## src/rtl/ss_disp_ctrl.sv

```systemverilog
// ss_disp_ctrl: converts a saturated binary millisecond count into six BCD
// digits with an iterative double-dabble. It then time-shares one external
// seven-segment decoder across HEX0..HEX5, one digit per cycle. Leading zeros
// above the decimal point can be blanked.
module ss_disp_ctrl #(
  parameter int unsigned DP_POS   = 3,
  parameter bit          BLANK_LZ = 1'b1
) (
  input  logic        clk,
  input  logic        rst,
  input  logic        load,
  input  logic [19:0] value,
  output logic        busy,
  output logic        done,
  output logic        ovf,
  output logic [4:0]  seg_code,
  input  logic [7:0]  seg_in,
  output logic [7:0]  hex0,
  output logic [7:0]  hex1,
  output logic [7:0]  hex2,
  output logic [7:0]  hex3,
  output logic [7:0]  hex4,
  output logic [7:0]  hex5
);

  localparam logic [4:0]  DP_K     = 5'(DP_POS);
  localparam logic [4:0]  LAST_BIT = 5'd19;
  localparam logic [4:0]  LAST_DIG = 5'd5;
  localparam logic [19:0] VMAX     = 20'd999999;

  typedef enum logic [1:0] {
    S_IDLE,
    S_CONVERT,
    S_DECODE
  } state_t;

  // Clamp the input count to the largest six-digit decimal value.
  function automatic logic [19:0] sat_value(input logic [19:0] v);
    return (v > VMAX) ? VMAX : v;
  endfunction

  // Double-dabble correction: add 3 to every BCD nibble that is 5 or more.
  function automatic logic [23:0] dd_adjust(input logic [23:0] b);
    logic [23:0] r;
    r = b;
    for (int i = 0; i < 6; i++) begin
      if (b[4*i +: 4] >= 4'd5) r[4*i +: 4] = b[4*i +: 4] + 4'd3;
    end
    return r;
  endfunction

  state_t      state_q, state_d;
  logic [4:0]  cnt_q, cnt_d;
  logic [19:0] bin_q, bin_d;
  logic [23:0] bcd_q, bcd_d;
  logic        ovf_q, ovf_d;
  logic        done_q, done_d;
  logic [7:0]  hex_q [6];
  logic [7:0]  hex_d;
  logic [43:0] dd_next;
  logic [23:0] bcd_sh;
  logic        blank;

  // Next-state logic: load capture, one conversion bit per cycle, then one digit per cycle.
  always_comb begin
    state_d = state_q;
    cnt_d   = cnt_q;
    bin_d   = bin_q;
    bcd_d   = bcd_q;
    ovf_d   = ovf_q;
    done_d  = 1'b0;
    dd_next = {dd_adjust(bcd_q), bin_q} << 1;
    case (state_q)
      S_IDLE: begin
        if (load) begin
          state_d = S_CONVERT;
          cnt_d   = 5'd0;
          bin_d   = sat_value(value);
          bcd_d   = 24'd0;
          ovf_d   = (value > VMAX);
        end
      end
      S_CONVERT: begin
        {bcd_d, bin_d} = dd_next;
        if (cnt_q == LAST_BIT) begin
          state_d = S_DECODE;
          cnt_d   = 5'd0;
        end else begin
          cnt_d = cnt_q + 5'd1;
        end
      end
      S_DECODE: begin
        if (cnt_q == LAST_DIG) begin
          state_d = S_IDLE;
          cnt_d   = 5'd0;
          done_d  = 1'b1;
        end else begin
          cnt_d = cnt_q + 5'd1;
        end
      end
      default: state_d = S_IDLE;
    endcase
  end

  // Current digit selection, decoder drive and leading-zero blanking decision.
  always_comb begin
    bcd_sh   = bcd_q >> {cnt_q, 2'b00};
    blank    = BLANK_LZ && (cnt_q > DP_K) && (bcd_sh == 24'd0);
    hex_d    = blank ? 8'hFF : seg_in;
    seg_code = (state_q == S_DECODE) ? {cnt_q == DP_K, bcd_sh[3:0]} : 5'b00000;
  end

  // Control state: sequencer, counter, overflow flag and done pulse.
  always_ff @(posedge clk) begin
    if (rst) begin
      state_q <= S_IDLE;
      cnt_q   <= 5'd0;
      ovf_q   <= 1'b0;
      done_q  <= 1'b0;
    end else begin
      state_q <= state_d;
      cnt_q   <= cnt_d;
      ovf_q   <= ovf_d;
      done_q  <= done_d;
    end
  end

  // Conversion datapath: binary shift register and BCD accumulator.
  always_ff @(posedge clk) begin
    bin_q <= bin_d;
    bcd_q <= bcd_d;
  end

  // Per-digit segment registers; only the digit being decoded is written.
  always_ff @(posedge clk) begin
    for (int i = 0; i < 6; i++) begin
      if (rst) begin
        hex_q[i] <= 8'hFF;
      end else if (state_q == S_DECODE && cnt_q == 5'(i)) begin
        hex_q[i] <= hex_d;
      end
    end
  end

  assign busy = (state_q != S_IDLE);
  assign done = done_q;
  assign ovf  = ovf_q;
  assign hex0 = hex_q[0];
  assign hex1 = hex_q[1];
  assign hex2 = hex_q[2];
  assign hex3 = hex_q[3];
  assign hex4 = hex_q[4];
  assign hex5 = hex_q[5];

endmodule

```

## config.mk

```make
export PLATFORM = sky130hd
export DESIGN_NAME = ss_disp_ctrl
export DESIGN_NICKNAME = d
export VERILOG_FILES = /design/src/rtl/ss_disp_ctrl.sv
export SDC_FILE = /design/constraint.sdc
export NUM_CORES = 1
export LEC_CHECK = 0
export BUFFER_PORTS_ARGS = -buffer_cell sky130_fd_sc_hd__buf_2
export CELL_PAD_IN_SITES_DETAIL_PLACEMENT = 1
export CELL_PAD_IN_SITES_GLOBAL_PLACEMENT = 1
export CORE_MARGIN = 2
export CORE_UTILIZATION = 50
export CTS_BUF_LIST = sky130_fd_sc_hd__clkbuf_8
export DETAILED_ROUTE_END_ITERATION = 16
export HOLD_SLACK_MARGIN = 0.03
export PLACE_DENSITY = 0.95
export REMOVE_ABC_BUFFERS = 1
export SLEW_MARGIN = 40
export SYNTH_ARGS = -nofsm -noshare
export SYNTH_HDL_FRONTEND = slang
export SYNTH_SLANG_ARGS = --single-unit
```

## constraint.sdc

```tcl
create_clock -name clk -period 14.9 [get_ports clk]
set_clock_uncertainty 0.1 [all_clocks]
set_input_delay 3.725 -clock clk [delete_from_list [all_inputs] [get_ports clk]]
set_output_delay 3.725 -clock clk [all_outputs]
set_load 0.05 [all_outputs]
```

# --- Word level (Yosys, flattened, before mapping) ---
# Memory sizes are Yosys's and may differ from the RTL's.
# Index checks and enable logic that the tools add are counted.
totals:
  mem_bits_rw: 48
  latchBits: 0
  out_inout_bits: 56
  memories: 1
  regBits: 53
  wordCells: 107
  romBits: 0
classes:
  eq_ne: 11
  multipliers: 0
  n_shift: 1
  n_addsub: 7
  div: 0
  magnitude_cmp: 8
  bitwise: 7
  reduce_logical: 18
  n_mux: 48
memory_table:
  columns: ["name", "depth", "width", "read_ports", "rd_clocked_by_memory_dff", "wr", "line", "rtl"]
  rows:
  - ["hex_q", 6, 8, 6, 0, 6, "58", "logic [7:0] hex_q [6];"]
op_table:
  columns: ["op", "count"]
  rows:
  - ["2-to-1 mux 8 bit", 7]
  - ["one-hot mux 24 bit (2 select lines)", 1]
  - ["2-to-1 mux 20 bit", 2]
  - ["one-hot mux 20 bit (2 select lines)", 1]
  - ["greater-or-equal comparator 4 x 3 -> 1 bit, second input constant", 6]
  - ["zero test 24 bit", 1]
  - ["2-to-1 mux 24 bit", 1]
  - [">> shifter 24 x 7 -> 24 bit", 1]
  - ["2-to-1 mux 1 bit", 21]
  - ["adder 4 x 2 -> 4 bit, second input constant", 5]
  - ["> comparator 20 bit, second input constant", 1]
  - ["2-to-1 mux 4 bit", 5]
  - ["2-to-1 mux 5 bit", 4]
  - ["one-hot mux 5 bit (3 select lines)", 1]
  - ["equality test 5 x 2 -> 1 bit, second input constant", 2]
  - ["equality test 5 x 3 -> 1 bit, second input constant", 2]
  - ["logical AND 1 bit", 7]
  - ["2-to-1 mux 2 bit", 3]
  - ["bitwise OR 1 bit", 6]
  - ["one-hot mux 2 bit (3 select lines)", 1]
  - ["AND reduction 2 bit", 3]
  - ["adder 5 x 1 -> 5 bit, second input constant", 1]
  - ["equality test 5 x 1 -> 1 bit, second input constant", 1]
  - ["equality test 5 bit, second input constant", 1]
  - ["other kinds (14)", 16]

# --- Logic depth before layout (Yosys ltp) ---
# Gate-level depths: netlist (run 1).
logic_depth:
  ltp_word: 6
  mapped_depth: 8
  depth_no_buf: 7

# --- Worst setup path after synthesis (run 1) ---
# No wires, ideal clock.
synth_timing:
  path_type: "input port to flip-flop"
  start: "in load"
  end: "reg bcd_q[0] (enable)"
  stages: 2
  setup_time_ps: 803
  arrival_ps: 5136
  path_slack_ps: 8861
  cell_sequence: "nand2_1 o21ai_0"
synth_via:
  elab_chain_len: 2
synth_rtl:
  columns: ["element", "line", "rtl"]
  rows:
  - ["start, declared", "11", "input logic load,"]
  - ["!= test 2 bit (no line)", null, null]
  - ["AND reduction 2 bit (no line)", null, null]
  - ["end signal, assigned", "131", "bcd_q <= bcd_d;"]
  - ["end, declared", "55", "logic [23:0] bcd_q, bcd_d;"]
# No other way between the ends.
# A chain may end at the register's enable or synchronous reset.

# --- Worst setup path in the final report (run 1) ---
layout_timing:
  start: "reg state_q[0]"
  end: "out seg_code[4]"
layout_via:
  elab_chain_len: 2
layout_rtl:
  columns: ["element", "line", "rtl"]
  rows:
  - ["start, declared", "52", "state_t state_q, state_d;"]
  - ["start signal, assigned", "121", "state_q <= state_d;"]
  - ["equality test 2 bit", "110", "seg_code = (state_q == S_DECODE) ? {cnt_q == DP_K, bcd_sh[3:0]} : 5'b00000;"]
  - ["2-to-1 mux 5 bit", "110", null]
  - ["end, declared", "16", "output logic [4:0] seg_code,"]
# No other way between the ends.

==> flow_summary.yaml, run 1 <==
run_status:
  status: "finished, final reports clean"
floorplanning:
  ios: 87
  core-area_um2: 10230
  fp.dieW_um: 106.2
  design.die.area_um2: 11270
  die_h_um: 106.2
  rows: 37
  start_util_pct: 51.01
clock_network:
  postCtsSetupBuffers: 0
  postCtsHoldBufs: 0
  cts_buffers: 9
  clk-insertion-delay-late_ns: 0.38
  cts.sinks: 101
  clockBufferDepth: 2
  clock-root-buffer: "clkbuf_8"
  htreeDepth: 3
  cts_resized: 0
  clk_pin_slew_ns: 0.10
  tritoncts: "done"
routing:
  vias: 3955
  vias_per_cell: 5.851
  wl_per_cell_um: 19.12
  drt_wl_total_um: 12920
  ant_nets: 0
  drc: 0
  drt_iter0_markers: 213
  first_pass_iters: 4
placed_design:
  io_buffers: 86
  dp_hpwl_um: 8816
  gp_congestion: 0.8969
  pre_cts_slack_ns: 8.967
  dpl.cell_count: 660
  place_area_um2: 5729
job:
  max_cap_viol_count: 0
critical_path:
  start_kind: "register"
  r2r-start: "cnt_q[3]"
  cp-end-kind: "output pin"
  endpoint: "seg_code[4]"
  crit_path_start: "state_q[0]"
  r2r_end: "hex_q[4][3]"
  reg2regPathDepth: 6
  rrSetupSlack_ns: 12.21
  critPathRequiredTime_ns: 11.07
  critPathMaxFanout: 19
  critical_path_class: "register to output pin"
  arrival_ns: 2.42
synth:
  synth_area_per_cell_um2: 11.32
  syn_inst: 461
  async_reset_ff_share_pct: 0
  ys_warn_count: 0
  yosys-top-cells-area: "edfxtp_1, o2111ai_1, ha_1"
  synth_ff_type: "edfxtp_1"
  synth.largest_area_cell: "edfxtp_1"
  synth_seq_cells: 101
  yosysMostFrequentCell: "edfxtp_1"
  synth_commonest_cells: "edfxtp_1, nor2_1, nand2_1"
  yosysUniqueCellTypes: 51
  synth.top_cell.area_share_pct: 52.94
  synth_edf_count: 92
  seq_area_frac_synth_pct: 56.39
  syn-cell-area_um2: 5219
sta:
  hold_viol: 0
  setup_violations: 0
  fmaxAchievable_mhz: 160.2
  period_needed_ns: 6.243
  setup_ws_ns: 8.657
  fin_crit_sh_pct: 41.90
  holdWs_ns: 0.4481
  fin_tns_setup_ns: 0
  maxSlewHeadroom_pct: 46.97
  slew_viol_final: 0
  worst_pin_slew_ns: 0.7938
  rsz0062_at_grt: "false"
cells_and_area:
  nFillCells: 1139
  drive_gt1_share_pct: 22.59
  diodes: 0
  final_core_util_pct: 58.14
  fin_area_um2: 5948
  final_cells: 676
  syn2layout_area_growth_pct: 13.98
  nNetsFinal: 586
pwr:
  p_per_area_nw_per_um2: 125.9
  finalPower_uw: 748.9
  ir_drop_mv: 0.07276
  leakage_nw: 1.956
hold_path:
  hold_path_class: "register to register"
  holdPathStages: 2
global_routing:
  grt_pass1_vias: 4037
  grt_pass1_wl_um: 20870
  grt_max_degree: 45
  grt_usage_pct: 23.80
  antenna_found_initial: 0
  overflow: 0
-- layout by cell type, fill, tap and decap left out, types with 3 or more instances in the layout --
cell,Yosys,routed
nor4_1,8,8
clkbuf_8,0,10
edfxtp_1,92,92
nand2b_1,7,7
ha_1,20,20
o2111ai_1,33,32
o21ai_0,29,28
a21o_1,7,7
mux2_2,5,5
xor2_1,7,7
nor2_1,51,51
nor2b_1,7,7
o21ai_1,5,5
a21oi_1,15,15
o21bai_1,3,3
buf_4,0,6
inv_1,20,22
dfxtp_1,9,8
a211oi_1,7,7
nor3_1,9,9
buf_2,5,86
mux2i_1,8,8
nand4_1,3,3
xnor2_1,7,7
nand2_1,49,49
-- power breakdown --
part	leakage, nW	internal [mW]	total [mW]	switching [mW]
logic	1.00	0.0603	0.168	0.108
registers	0.835	0.354	0.387	0.0324
clock network	0.121	0.0982	0.194	0.0958
-- state kept, by name (all words and copies together) (netlist names) --
name and flops:
bcd_q 24, done 1, ovf 1, hex_q 48, state_q 2, cnt_q 5
bin_q 20
-- cells by family (layout without fill, tap and decap cells) --
group / after synthesis / count (layout) / share of synthesized area [%]
adder cells (fa/ha/maj): 20 / 20 / 4.795
flip-flops: 101 / 101 / 56.39
buffers and inverters: 50 / 129 / 4.435
AO/OA/AOI/OAI: 113 / 113 / 15.22
multiplexers: 15 / 15 / 3.476
XOR/XNOR: 14 / 14 / 2.350
AND/OR/NAND/NOR: 148 / 148 / 13.33
-- critical path, cell delays in order (launching register included) --
cell,delay (ns)
dfxtp_1,0.36
inv_1,0.10
ha_1,0.18
clkinv_1,0.25
nor4_2,0.21
buf_4,0.26
and2_1,0.36
buf_2,0.33
-- final cells by class --
| cell class | instances | area (um^2) | share of cell area (%) |
|---|---|---|---|
| clock buffers | 10 | 137.6 | 2.314 |
| clock inverters | 6 | 80.08 | 1.346 |
| inverters | 21 | 78.83 | 1.325 |
| multi-input cells | 310 | 2062 | 34.67 |
| flip-flops and latches | 101 | 2944 | 49.50 |
| well taps | 136 | 170.2 | 2.861 |
| repair buffers | 92 | 475.5 | 7.993 |
-- metal layers --
| layer | routed length [um] | share of wire, % | track usage [%] | vias up |
|---|---|---|---|---|
| met5 | 0 | 0 | 0 | - |
| met4 | 244 | 1.9 | 10.15 | 0 |
| met3 | 555 | 4.3 | 3.372 | 19 |
| met2 | 6636 | 51 | 40.84 | 117 |
| met1 | 5487 | 42 | 30.15 | 1942 |
| li1 | - | - | - | 1877 |
-- worst min-delay path by stage --
| stage | to | from | slack, ns |
|---|---|---|---|
| after global placement | ovf | ovf | 0.40 |
| final | bin_q[1] | bin_q[0] | 0.45 |
| after global routing | bin_q[7] | bin_q[6] | 0.48 |
| after detailed placement | bcd_q[0] | bin_q[19] | 0.42 |
| after floorplan | bin_q[10] | bin_q[9] | 0.40 |
| after CTS | bin_q[6] | bin_q[5] | 0.45 |
Note: power is estimated with default switching activity, not from simulation.
==> run 2: changes to the inputs <==
--- a/config.mk
+++ b/config.mk
@@ -9,11 +9,11 @@
 export CELL_PAD_IN_SITES_DETAIL_PLACEMENT = 1
 export CELL_PAD_IN_SITES_GLOBAL_PLACEMENT = 1
 export CORE_MARGIN = 2
-export CORE_UTILIZATION = 50
+export CORE_UTILIZATION = 42
 export CTS_BUF_LIST = sky130_fd_sc_hd__clkbuf_8
 export DETAILED_ROUTE_END_ITERATION = 16
 export HOLD_SLACK_MARGIN = 0.03
-export PLACE_DENSITY = 0.95
+export PLACE_DENSITY = 0.86
 export REMOVE_ABC_BUFFERS = 1
 export SLEW_MARGIN = 40
 export SYNTH_ARGS = -nofsm -noshare
==> constraint.sdc (replaced) <==
create_clock -name clk -period 5.5 [get_ports clk]
set_clock_uncertainty 0.1 [all_clocks]
set_input_delay 1.375 -clock clk [delete_from_list [all_inputs] [get_ports clk]]
set_output_delay 1.375 -clock clk [all_outputs]
set_load 0.05 [all_outputs]
==> flow_summary.yaml, run 2 (synthesis results as in run 1) <==
critical_path:
  critPathRequiredTime_ns: 4.03
  start_kind: "register"
  cp_slowest_stage_delay_ns: 0.37
  crit_path_top_delay_cell: "and2_1"
  cp_cell_sequence: "inv_1, ha_1, clkinv_1, nor4_2, buf_4, and2_1, buf_2"
  cp_num_buf_inv: 4
  critPathMaxFanout: 19
  arrival_ns: 2.44
  cp-end-kind: "output pin"
  crit_family: "buffers and inverters"
  critical_path_class: "register to output pin"
clock_network:
  htreeDepth: 3
  clock-root-buffer: "clkbuf_8"
  tritoncts: "done"
  postCtsHoldBufs: 0
  postCtsSetupBuffers: 0
  clk-insertion-delay-late_ns: 0.38
  cts_buffers: 9
  cts.sinks: 101
  cts_resized: 0
  clockBufferDepth: 2
  clk_pin_slew_ns: 0.09
routing:
  first_pass_iters: 4
  drc: 0
  vias_per_cell: 5.590
  wl_per_cell_um: 18.47
  drt_wl_total_um: 13060
  vias: 3952
  ant_nets: 0
  drt_iter0_markers: 279
global_routing:
  grt_pass1_wl_um: 20730
  antenna_found_initial: 0
  grt_max_degree: 45
  overflow: 0
  grt_usage_pct: 20.15
  grt_pass1_vias: 4033
run_status:
  status: "finished, final reports clean"
sta:
  fin_tns_setup_ns: 0
  setup_ws_ns: 1.585
  worst_pin_slew_ns: 0.7175
  maxSlewHeadroom_pct: 52.11
  fin_crit_sh_pct: 71.18
  period_needed_ns: 3.915
  fmaxAchievable_mhz: 255.4
  slew_viol_final: 0
  hold_viol: 0
  rsz0062_at_grt: "false"
  setup_violations: 0
cells_and_area:
  final_common_cell: "edfxtp_1"
  largest_reg_flops: 48
  final_core_util_pct: 49.76
  diodes: 0
  syn2layout_area_growth_pct: 15.01
  drive_gt1_share_pct: 23.38
  final_cell_mix: "edfxtp_1, buf_2, nor2_1, nand2_1, o2111ai_1"
  regMostFlops: "hex_q"
  nNetsFinal: 585
  reg_top3: "hex_q x48, bcd_q x24, bin_q x20"
  nFillCells: 1308
floorplanning:
  die_h_um: 115.5
  start_util_pct: 43.27
  ios: 87
  core-area_um2: 12060
  fp.dieW_um: 115.5
  rows: 40
  design.die.area_um2: 13330
job:
  max_cap_viol_count: 0
pwr:
  leakage_nw: 1.948
  p_per_area_nw_per_um2: 337.9
  finalPower_mw: 2.028
  ir_drop_mv: 0.1288
placed_design:
  io_buffers: 86
  gp_congestion: 0.8797
  pre_cts_slack_ns: 1.989
  dp_hpwl_um: 9449
hold_path:
  hold_path_class: "register to register"
-- run 2: layout make-up --
type / count / area (um^2) / share of cell area [%]
clock buffers: 10 / 137.6 / 2.293
clock inverters: 6 / 86.33 / 1.438
inverters: 21 / 78.83 / 1.313
multi-input cells: 310 / 2077 / 34.60
flip-flops and latches: 101 / 2944 / 49.05
well taps: 168 / 210.2 / 3.502
repair buffers: 91 / 467.9 / 7.797
-- run 2: final timing paths --
| check | start | to | slack (ns) | cells after the start |
|---|---|---|---|---|
| worst max-delay path | state_q[0] | seg_code[4] | 1.58 | 7 |
| worst min-delay path | bin_q[3] | bin_q[4] | 0.44 | 2 |
| worst max register to register | cnt_q[4] | hex_q[0][7] | 2.78 | 6 |
| worst min register to register | bin_q[3] | bin_q[4] | 0.44 | 2 |
-- run 2: worst reg2reg max path, delay by kind of cell (launching register included) --
family | cells | cell delay [ns]
AOI/OAI and AO/OA | 3 | 0.77
buffers and inverters | 1 | 0.41
DFF | 1 | 0.52
and+or+nand+nor | 2 | 0.62
-- run 2: through the flow --
step | instances | cell area, um^2 | hold WS (ns)
after floorplan | 432 | 5066 | 0.4000
after global placement | 691 | 5767 | 0.3797
after detailed placement | 691 | 5773 | 0.4210
after CTS | 707 | 5997 | 0.4435
after global routing | 707 | 6002 | 0.4750
final | 707 | 6002 | 0.4374
-- run 2: power breakdown --
group	internal [mW]	total [mW]	switching, mW
combinational	0.163	0.451	0.289
clock	0.268	0.532	0.264
sequential	0.960	1.04	0.0846
total	1.39	2.03	0.637
-- run 2: metal layers --
metal	vias up	wire length [um]	track usage (%)
li1	1862	-	-
met1	1942	5510	25.69
met2	129	6653	34.46
met3	19	624	3.190
met4	0	267	8.032
met5	-	0	0
==> run 3: changes to the inputs <==
==> constraint.sdc (replaced) <==
create_clock -name clk -period 3.32 [get_ports clk]
set_clock_uncertainty 0.1 [all_clocks]
set_input_delay 0.83 -clock clk [delete_from_list [all_inputs] [get_ports clk]]
set_output_delay 0.83 -clock clk [all_outputs]
set_load 0.05 [all_outputs]
==> flow_summary.yaml, run 3 (synthesis results as in run 1) <==
routing:
  vias: 3940
  wl_per_cell_um: 18.36
  drt_wl_total_um: 13110
  first_pass_iters: 5
  ant_nets: 0
  drc: 0
  drt_iter0_markers: 184
  vias_per_cell: 5.518
hold_path:
  holdPathStages: 2
  hold_path_class: "register to register"
critical_path:
  cp-end-kind: "output pin"
  critPathRequiredTime_ns: 2.39
  crit_path_top_delay_cell: "or4_4"
  crit_path_start: "cnt_q[0]"
  arrival_ns: 2.24
  cp_cell_sequence: "buf_4, or4_4, o22ai_1, a31oi_1, nor2_1, buf_2"
  cp_slowest_stage_delay_ns: 0.56
  rrSetupSlack_ns: 0.48
  endpoint: "seg_code[0]"
  reg2regPathDepth: 6
  critical_path_class: "register to output pin"
  r2r-start: "cnt_q[0]"
  critPathMaxFanout: 13
  r2r_end: "hex_q[0][7]"
  start_kind: "register"
global_routing:
  antenna_found_initial: 0
  overflow: 0
  grt_pass1_vias: 4122
  grt_usage_pct: 20.32
  grt_pass1_wl_um: 20960
  grt_max_degree: 41
cells_and_area:
  final_cells: 714
  fin_area_um2: 6030
  nNetsFinal: 592
  largest_reg_flops: 48
  reg_top3: "hex_q x48, bcd_q x24, bin_q x20"
  regMostFlops: "hex_q"
  final_common_cell: "edfxtp_1"
  drive_gt1_share_pct: 23.44
  syn2layout_area_growth_pct: 15.54
  final_core_util_pct: 49.99
  final_cell_mix: "edfxtp_1, buf_2, nor2_1, nand2_1, o2111ai_1"
  diodes: 0
floorplanning:
  die_h_um: 115.5
  ios: 87
  design.die.area_um2: 13330
  fp.dieW_um: 115.5
  rows: 40
  start_util_pct: 43.27
  core-area_um2: 12060
placed_design:
  io_buffers: 86
  dp_hpwl_um: 9776
  place_area_um2: 5827
  gp_congestion: 0.8363
  dpl.cell_count: 698
run_status:
  status: "finished, final reports clean"
pwr:
  switching_share_pct: 31.66
  internal-power_mw: 2.260
  combPwrFrac_pct: 23.5
  ir_drop_mv: 0.3092
  leakage_nw: 1.981
  p_per_area_nw_per_um2: 548.4
  finalPower_mw: 3.306
  p_switching_mw: 1.047
  pwr-share-seq_pct: 52.2
  p_clk_share_pct: 24.3
clock_network:
  clock-root-buffer: "clkbuf_8"
  tritoncts: "done"
  postCtsSetupBuffers: 0
  cts_buffers: 9
  cts.sinks: 101
  postCtsHoldBufs: 0
  clockBufferDepth: 2
  clk-insertion-delay-late_ns: 0.37
  htreeDepth: 3
  cts_resized: 0
  clk_pin_slew_ns: 0.09
sta:
  hold_viol: 0
  worst_pin_slew_ns: 0.5972
  fin_crit_sh_pct: 95.59
  rsz0062_at_grt: "false"
  fmaxAchievable_mhz: 315.1
  period_needed_ns: 3.174
  maxSlewHeadroom_pct: 60.04
  slew_viol_final: 0
  setup_violations: 0
job:
  max_cap_viol_count: 0
run 3: final cells by class:
type	instances	area [um^2]
well taps	168	210.2
inverters	21	78.83
multi-input cells	310	2067
repair buffers	98	528.0
clock buffers	11	151.4
flip-flops and latches	101	2943
clock inverters	5	51.30
fillers	1334	6032
run 3: worst min-delay path by stage:
stage | to | startpoint | slack (ns)
2_1_floorplan | bin_q[10] | bin_q[9] | 0.40
4_1_cts | ovf | ovf | 0.43
3_3_place_gp | ovf | ovf | 0.38
6_report | ovf | ovf | 0.42
5_1_grt | ovf | ovf | 0.46
3_5_place_dp | ovf | ovf | 0.41
run 3: critical path, delay by kind of cell (launching register included):
family | cells | cell delay (ns)
AOI/OAI and AO/OA | 2 | 0.25
buffers and inverters | 2 | 0.52
DFF | 1 | 0.42
and+or+nand+nor | 2 | 0.68
run 3: layer usage:
metal,GRT usage (%),vias up,part of all wire (%)
met5,0,-,0
met4,6.747,0,1.4
met3,3.504,15,4.5
met2,37.62,105,52
met1,23.77,1938,42
li1,-,1882,-
run 3: power groups by stage:
stage	sequential (mW)	combinational, mW	clock (mW)
floorplan	1.72	0.532	0
global placement	1.74	0.713	0
detailed placement	1.75	0.779	0
CTS	1.73	0.787	0.821
global route	1.75	0.875	0.863
finish	1.73	0.776	0.805
run 3: per-stage QoR:
stage | setup TNS (ns) | hold slack, ns | worst slack (ns)
CTS | 0 | 0.4279 | 0.1226
floorplan | -97.81 | 0.4000 | -2.095
global route | 0 | 0.4595 | 0.006180
finish | 0 | 0.4198 | 0.1465
detailed placement | 0 | 0.4052 | 0.4816
global placement | 0 | 0.3780 | 0.6323
